## config.mk

```make
export PLATFORM = sky130hd
export DESIGN_NAME = operand_loader
export DESIGN_NICKNAME = d
export VERILOG_FILES = /design/src/rtl/operand_loader_pkg.sv /design/src/rtl/operand_loader_hold_timer.sv /design/src/rtl/operand_loader.sv
export SDC_FILE = /design/constraint.sdc
export NUM_CORES = 1
export LEC_CHECK = 0
export ABC_AREA = 1
export CAP_MARGIN = 20
export CELL_PAD_IN_SITES_DETAIL_PLACEMENT = 1
export CELL_PAD_IN_SITES_GLOBAL_PLACEMENT = 1
export CORE_UTILIZATION = 37
export CTS_BUF_LIST = sky130_fd_sc_hd__clkbuf_4
export CTS_CLUSTER_DIAMETER = 50
export DETAILED_ROUTE_END_ITERATION = 10
export GPL_TIMING_DRIVEN = 0
export HOLD_SLACK_MARGIN = 0.08
export PLACE_DENSITY_LB_ADDON = 0.12
export SLEW_MARGIN = 30
export SYNTH_ARGS = -nofsm -noshare
export SYNTH_HDL_FRONTEND = slang
export SYNTH_SLANG_ARGS = --single-unit
```

## constraint.sdc

```tcl
create_clock -name clk -period 1.25 [get_ports clk]
set_input_delay 0.125 -clock clk [delete_from_list [all_inputs] [get_ports clk]]
set_output_delay 0.125 -clock clk [all_outputs]
set_load 0.05 [all_outputs]
```

## src/rtl/operand_loader_pkg.sv

```systemverilog
// rtl/operand_loader_pkg.sv - shared definitions for the operand loader
//
// Purpose: default operand width and hold window, FSM state encoding and
// operand slot indices shared by operand_loader and its sub-module.
// Ports: none (package).

package operand_loader_pkg;

  localparam int DEF_WIDTH       = 4;
  localparam int DEF_HOLD_CYCLES = 4;

  typedef enum logic {
    IDLE    = 1'b0,
    PRESENT = 1'b1
  } state_t;

  localparam logic [1:0] IDX_A = 2'd0;
  localparam logic [1:0] IDX_B = 2'd1;
  localparam logic [1:0] IDX_C = 2'd2;
  localparam logic [1:0] IDX_D = 2'd3;

endpackage

```

## src/rtl/operand_loader_hold_timer.sv

```systemverilog
// rtl/operand_loader_hold_timer.sv - hold window down-counter
//
// Purpose: counts down the remaining cycles of the out_valid hold window.
// Ports:
//   clk, rst_n  clock and asynchronous active-low reset
//   flush       synchronous clear of the count
//   load        load value into the count (a new set is presented)
//   value       reload value (HOLD_CYCLES-1)
//   expired     count has reached zero

module hold_timer #(
  parameter int CW = 2
) (
  input  logic          clk,
  input  logic          rst_n,
  input  logic          flush,
  input  logic          load,
  input  logic [CW-1:0] value,
  output logic          expired
);

  logic [CW-1:0] count_q;

  always_ff @(posedge clk or negedge rst_n) begin
    if (!rst_n) begin
      count_q <= '0;
    end else if (flush) begin
      count_q <= '0;
    end else if (load) begin
      count_q <= value;
    end else if (count_q != '0) begin
      count_q <= count_q - 1'b1;
    end
  end

  assign expired = (count_q == '0);

endmodule

```

## src/rtl/operand_loader.sv

```systemverilog
// rtl/operand_loader.sv - stages four operands and presents them as one set
//
// Purpose: collects A, B, C, D words from a valid/ready stream into a staging
// buffer and transfers a complete set atomically into the A..D registers that
// feed the operator block, holding them for at least HOLD_CYCLES cycles.
// Ports:
//   clk, rst_n          clock and asynchronous active-low reset
//   flush               synchronous abort of staging and presentation
//   in_data/in_valid    operand word stream in
//   in_ready            staging buffer can accept a word
//   A, B, C, D          registered operands
//   out_valid           A..D hold a complete, stable set
//   out_ready           downstream has sampled the results
//   sets_done           completed-set counter, wraps at 255

module operand_loader
  import operand_loader_pkg::*;
#(
  parameter int WIDTH       = DEF_WIDTH,
  parameter int HOLD_CYCLES = DEF_HOLD_CYCLES
) (
  input  logic             clk,
  input  logic             rst_n,
  input  logic             flush,
  input  logic [WIDTH-1:0] in_data,
  input  logic             in_valid,
  output logic             in_ready,
  output logic [WIDTH-1:0] A,
  output logic [WIDTH-1:0] B,
  output logic [WIDTH-1:0] C,
  output logic [WIDTH-1:0] D,
  output logic             out_valid,
  input  logic             out_ready,
  output logic [7:0]       sets_done
);

  localparam int CW = (HOLD_CYCLES > 1) ? $clog2(HOLD_CYCLES) : 1;

  logic [WIDTH-1:0] stage [4];
  logic [1:0]       idx;
  logic             stage_full;
  state_t           state_q, state_d;
  logic             expired;
  logic             accept;
  logic             completion;
  logic             transfer;

  assign in_ready   = !stage_full;
  assign accept     = in_valid && in_ready && !flush;
  assign completion = (state_q == PRESENT) && expired && out_ready;
  // Transfer may coincide with completion, which gives the back-to-back case
  // where out_valid never drops and A..D are replaced in place.
  assign transfer   = stage_full && ((state_q == IDLE) || completion);

  // Staging buffer. accept and transfer are mutually exclusive because
  // accept needs stage_full low and transfer needs it high.
  always_ff @(posedge clk or negedge rst_n) begin
    if (!rst_n) begin
      for (int i = 0; i < 4; i++) begin
        stage[i] <= '0;
      end
      idx        <= '0;
      stage_full <= 1'b0;
    end else if (flush) begin
      idx        <= '0;
      stage_full <= 1'b0;
    end else if (transfer) begin
      stage_full <= 1'b0;
    end else if (accept) begin
      stage[idx] <= in_data;
      idx        <= idx + 2'd1;
      if (idx == IDX_D) begin
        stage_full <= 1'b1;
      end
    end
  end

  always_ff @(posedge clk or negedge rst_n) begin
    if (!rst_n) begin
      state_q <= IDLE;
    end else begin
      state_q <= state_d;
    end
  end

  always_comb begin
    state_d   = state_q;
    out_valid = (state_q == PRESENT);
    if (flush) begin
      state_d = IDLE;
    end else if (transfer) begin
      state_d = PRESENT;
    end else if (completion) begin
      state_d = IDLE;
    end
  end

  // A..D and sets_done survive a flush; only the staging/FSM state aborts.
  always_ff @(posedge clk or negedge rst_n) begin
    if (!rst_n) begin
      A         <= '0;
      B         <= '0;
      C         <= '0;
      D         <= '0;
      sets_done <= '0;
    end else if (!flush) begin
      if (transfer) begin
        A <= stage[IDX_A];
        B <= stage[IDX_B];
        C <= stage[IDX_C];
        D <= stage[IDX_D];
      end
      if (completion) begin
        sets_done <= sets_done + 8'd1;
      end
    end
  end

  hold_timer #(
    .CW(CW)
  ) u_hold_timer (
    .clk    (clk),
    .rst_n  (rst_n),
    .flush  (flush),
    .load   (transfer && !flush),
    .value  (CW'(HOLD_CYCLES - 1)),
    .expired(expired)
  );

endmodule

```

==> results.md <==
- Outcome: complete, but fails checks
- Failing checks: negative setup slack
- Fin Setup TNS: -1.16 ns
- Flops & latches, synth: 46
- Final Worst Setup Slack: -0.0759 ns
- Headroom to the max-slew limit: 61.1%
- Met1 WL: 2290 µm
- # DRC: 0
- Critical path class: flip-flop to flip-flop
- Clk_skew: 0.00918 ns
- Max-cap viol count: 0
- CP arrival: 1.59 ns
- Max clock buf depth: 2
- Critical Path Most Common Cell: nand2_4
- Drt first pass iters: 4
- RSZ-0062 raised after global routing: yes
- PwrDens: roughly 1400 nW/µm²
- Critical path startpoint: u_hold_timer.count_q[1]
- Final Hold Vio Count: 0
- Pleak: 1.43 nW
- Drt wl/cell: about 14 µm
- Largest family of logic cells by synthesized area: simple AND/OR/NAND/NOR gates
- Clock root buffer: clkbuf_4
- Slowest stage delay, CP: 0.43 ns
- Crit end category: flip-flop
- Post-synth ARST share: 100%
- CTS tree: built
- Post-synthesis area per instance: 8.96 µm²
- Share of cells above drive strength 1: 33.8%
- Via count: 1641
- DR top layer: met4
- Antenna violations before repair: 0
- Vias in the first global route: 1628
- Tightest Pin Transition: roughly 0.6 ns
- DR WL met3: around 140 µm
- Antenna-violating nets left: 0
- Setup violations, final: 27
- Fill cells: 595
- DR vias/cell: 4.68
- Clock network fraction of total power: 25.4%
- Diodes inserted: 0
- Post-synthesis mux area share: 0%
- Worst path cell trace: inv_2, ha_4, nand2_4, nand2_4, nand2_4, inv_8, nand2_8, buf_6, nand2_2, nand2_1
- Sequential fraction of the synthesis area: 57.4%
- Post-Syn Area: 2010 µm²
- Detailed Route Iter0 Violations: 81
- Largest net degree at the start of global routing: 47
- Adder-cell share of the synthesized area: under 10%
- Reg power frac: 50.5%
- Critical path peak fanout: 7
- Top post-synthesis cells by count: 89 x nand2_1, 46 x dfrtp_1, 24 x nand3_1
- Port buffer count: 34
- Period utilization: 106%
- Tmin final: between 1 and 1.5 ns
- Fraction of the mapped netlist area in compound gates: around 5.2%
- CTS Buf Count: 5
- GRT Overall Usage: 18.3%
- Post-synthesis xor/xnor area fraction: approximately 1.7%
- Top Family by Delay on Critical Path: flip-flops
- First-pass GRT wire length: 7700 µm
- Gpl congestion: 0.681
- Global route total overflow: 0
- Simple-Gate Fraction of Synth Area: 26.6%
- Top Ports: 35
- Starting Density: between 30% and 40%
- Peak supply drop: slightly below 0.0006 V
- Clock tree sinks: 46
- Post-Synthesis Cells: 224
- Final WL: slightly below 5000 µm
- Synth top area share: ~57%
- Switch Pwr: between 1 and 1.5 mW
- Net count after synthesis: approximately 240
- WP depth: 10
- Yosys cell types: 21
- Fin. max-slew vios: 0
- Top-count cell post-synth: nand2_1
- Area grow syn2layout: 33.4%
- NumNets Final: a little under 300
- R2r startpoint: u_hold_timer.count_q[1]
- Clock Pin Slew Worst Setup and Hold Paths: 0.14 ns
- Die footprint: ~5700 µm²
- Synth area leader: dfrtp_1
- Post-synth EDFFs: 0
- Final HPWL DP: 3200 µm
- Synth top area cells: dfrtp_1 57%, nand2_1 17%, nand3_1 6.0%
- Reg2Reg Depth: 10
- Buf+Inv Stages, Crit Path: 3
- Die height: 75.7 µm
- Top_reg_cell synth: dfrtp_1
- Clock latency on the worst-skew pair: 0.36 ns
- Worst Hold Class: primary input to asynchronous set/reset pin
- Net Sw Frac: 33.1%
- Core Region: 5170 µm²
- Metal2 WL: 2350 µm
- H-Tree Depth: 2
- Die X: 75.7 µm
- Final Core Density: 51.7%
- Int Power: between 2 and 2.5 mW
- Slowest cell on crit path: dfrtp_1
- Critical path launch point type: flip-flop
- Max Fclk: 754 MHz
- Row count: 26
- Combinational power share: 24.2%
- Critical Path RT: 1.51 ns
- Ys Warns: 0
[per-stage QoR]
stage / hold WS [ns] / setup slack (ns) / cells / instance area [µm²] / power [mW]
after floorplan: -0.171 / -0.0642 / 224 / 2020 / 2.38
after global placement: 0.454 / -1.50 / 328 / 2450 / 2.64
after detailed placement: 0.168 / -0.308 / 328 / 2450 / 2.67
after CTS: 0.307 / -0.166 / 345 / 2540 / 3.61
after global routing: 0.339 / -0.142 / 351 / 2680 / 3.90
final: 0.301 / -0.0759 / 351 / 2680 / 3.69
[layout by cell type, fill, tap and decap left out, types with 2 or more instances in the layout]
| cell type | instances |
|---|---|
| nand2_1 | 71 |
| dfrtp_1 | 39 |
| nand3_1 | 23 |
| buf_2 | 22 |
| nand2_2 | 14 |
| inv_1 | 13 |
| buf_4 | 11 |
| clkbuf_4 | 9 |
| o21ai_1 | 8 |
| nand2_4 | 7 |
| o21ai_0 | 7 |
| clkdlybuf4s50_1 | 7 |
| dfrtp_2 | 7 |
| buf_6 | 6 |
| inv_2 | 5 |
| ha_1 | 5 |
| nor2_1 | 3 |
| a21oi_1 | 3 |
| nor2_4 | 2 |
| xnor2_1 | 2 |
| xor2_1 | 2 |
[worst paths after layout]
path	end	slack, ns
setup / recovery	C[3]	-0.08
hold / removal	B[3]	0.30
setup reg to reg	C[3]	-0.08
hold reg to reg	D[3]	0.48
max in group asynchronous	sets_done[0]	0.53
min in group clk	stage[8]	0.37
[layer usage]
layer,vias up,global-route usage (%)
met5,-,0
met4,0,6.58
met3,6,3.70
met2,27,28.8
met1,784,25.1
li1,824,-
[cell type report]
class | instances | area [µm²] | share of cell area, %
clock inverter | 2 | 37.5 | 1.40
tap | 70 | 87.6 | 3.27
inverter | 19 | 78.8 | 2.95
clock buffer | 6 | 45.0 | 1.68
buffer | 4 | 38.8 | 1.45
multi-input combinational | 155 | 865 | 32.3
timing repair buffer | 49 | 364 | 13.6
sequential | 46 | 1160 | 43.3
[flip-flops by register name, summed over array words and instances (netlist names)]
name                  flops
D                         4
sets_done                 8
stage                    16
B                         4
C                         4
u_hold_timer.count_q      2
idx                       2
out_valid                 1
stage_full                1
A                         4
[cells by family after synthesis]
family,count (synthesis)
buf+inv,23
compound gates,20
xor+xnor,4
fa+ha+maj,6
flops,46
simple gates,125
[power by group through the flow]
stage               logic [mW]  clock network (mW)  registers (mW)
finish                   0.891               0.935            1.86
global route             0.982                1.03            1.89
CTS                      0.803               0.967            1.84
detailed placement       0.797                   0            1.88
global placement         0.773                   0            1.87
floorplan                0.309                   0            2.07
[what timing repair did]
item,in CTS,in global routing
setup endpoints to repair,69,53
hold buffers,1,0
endpoints found under the hold margin,46,0
pin swaps,8,14
cloned,1,0
resized for setup,129,55
setup buffers,7,6
No activity file was read; power rests on OpenSTA's default activity.
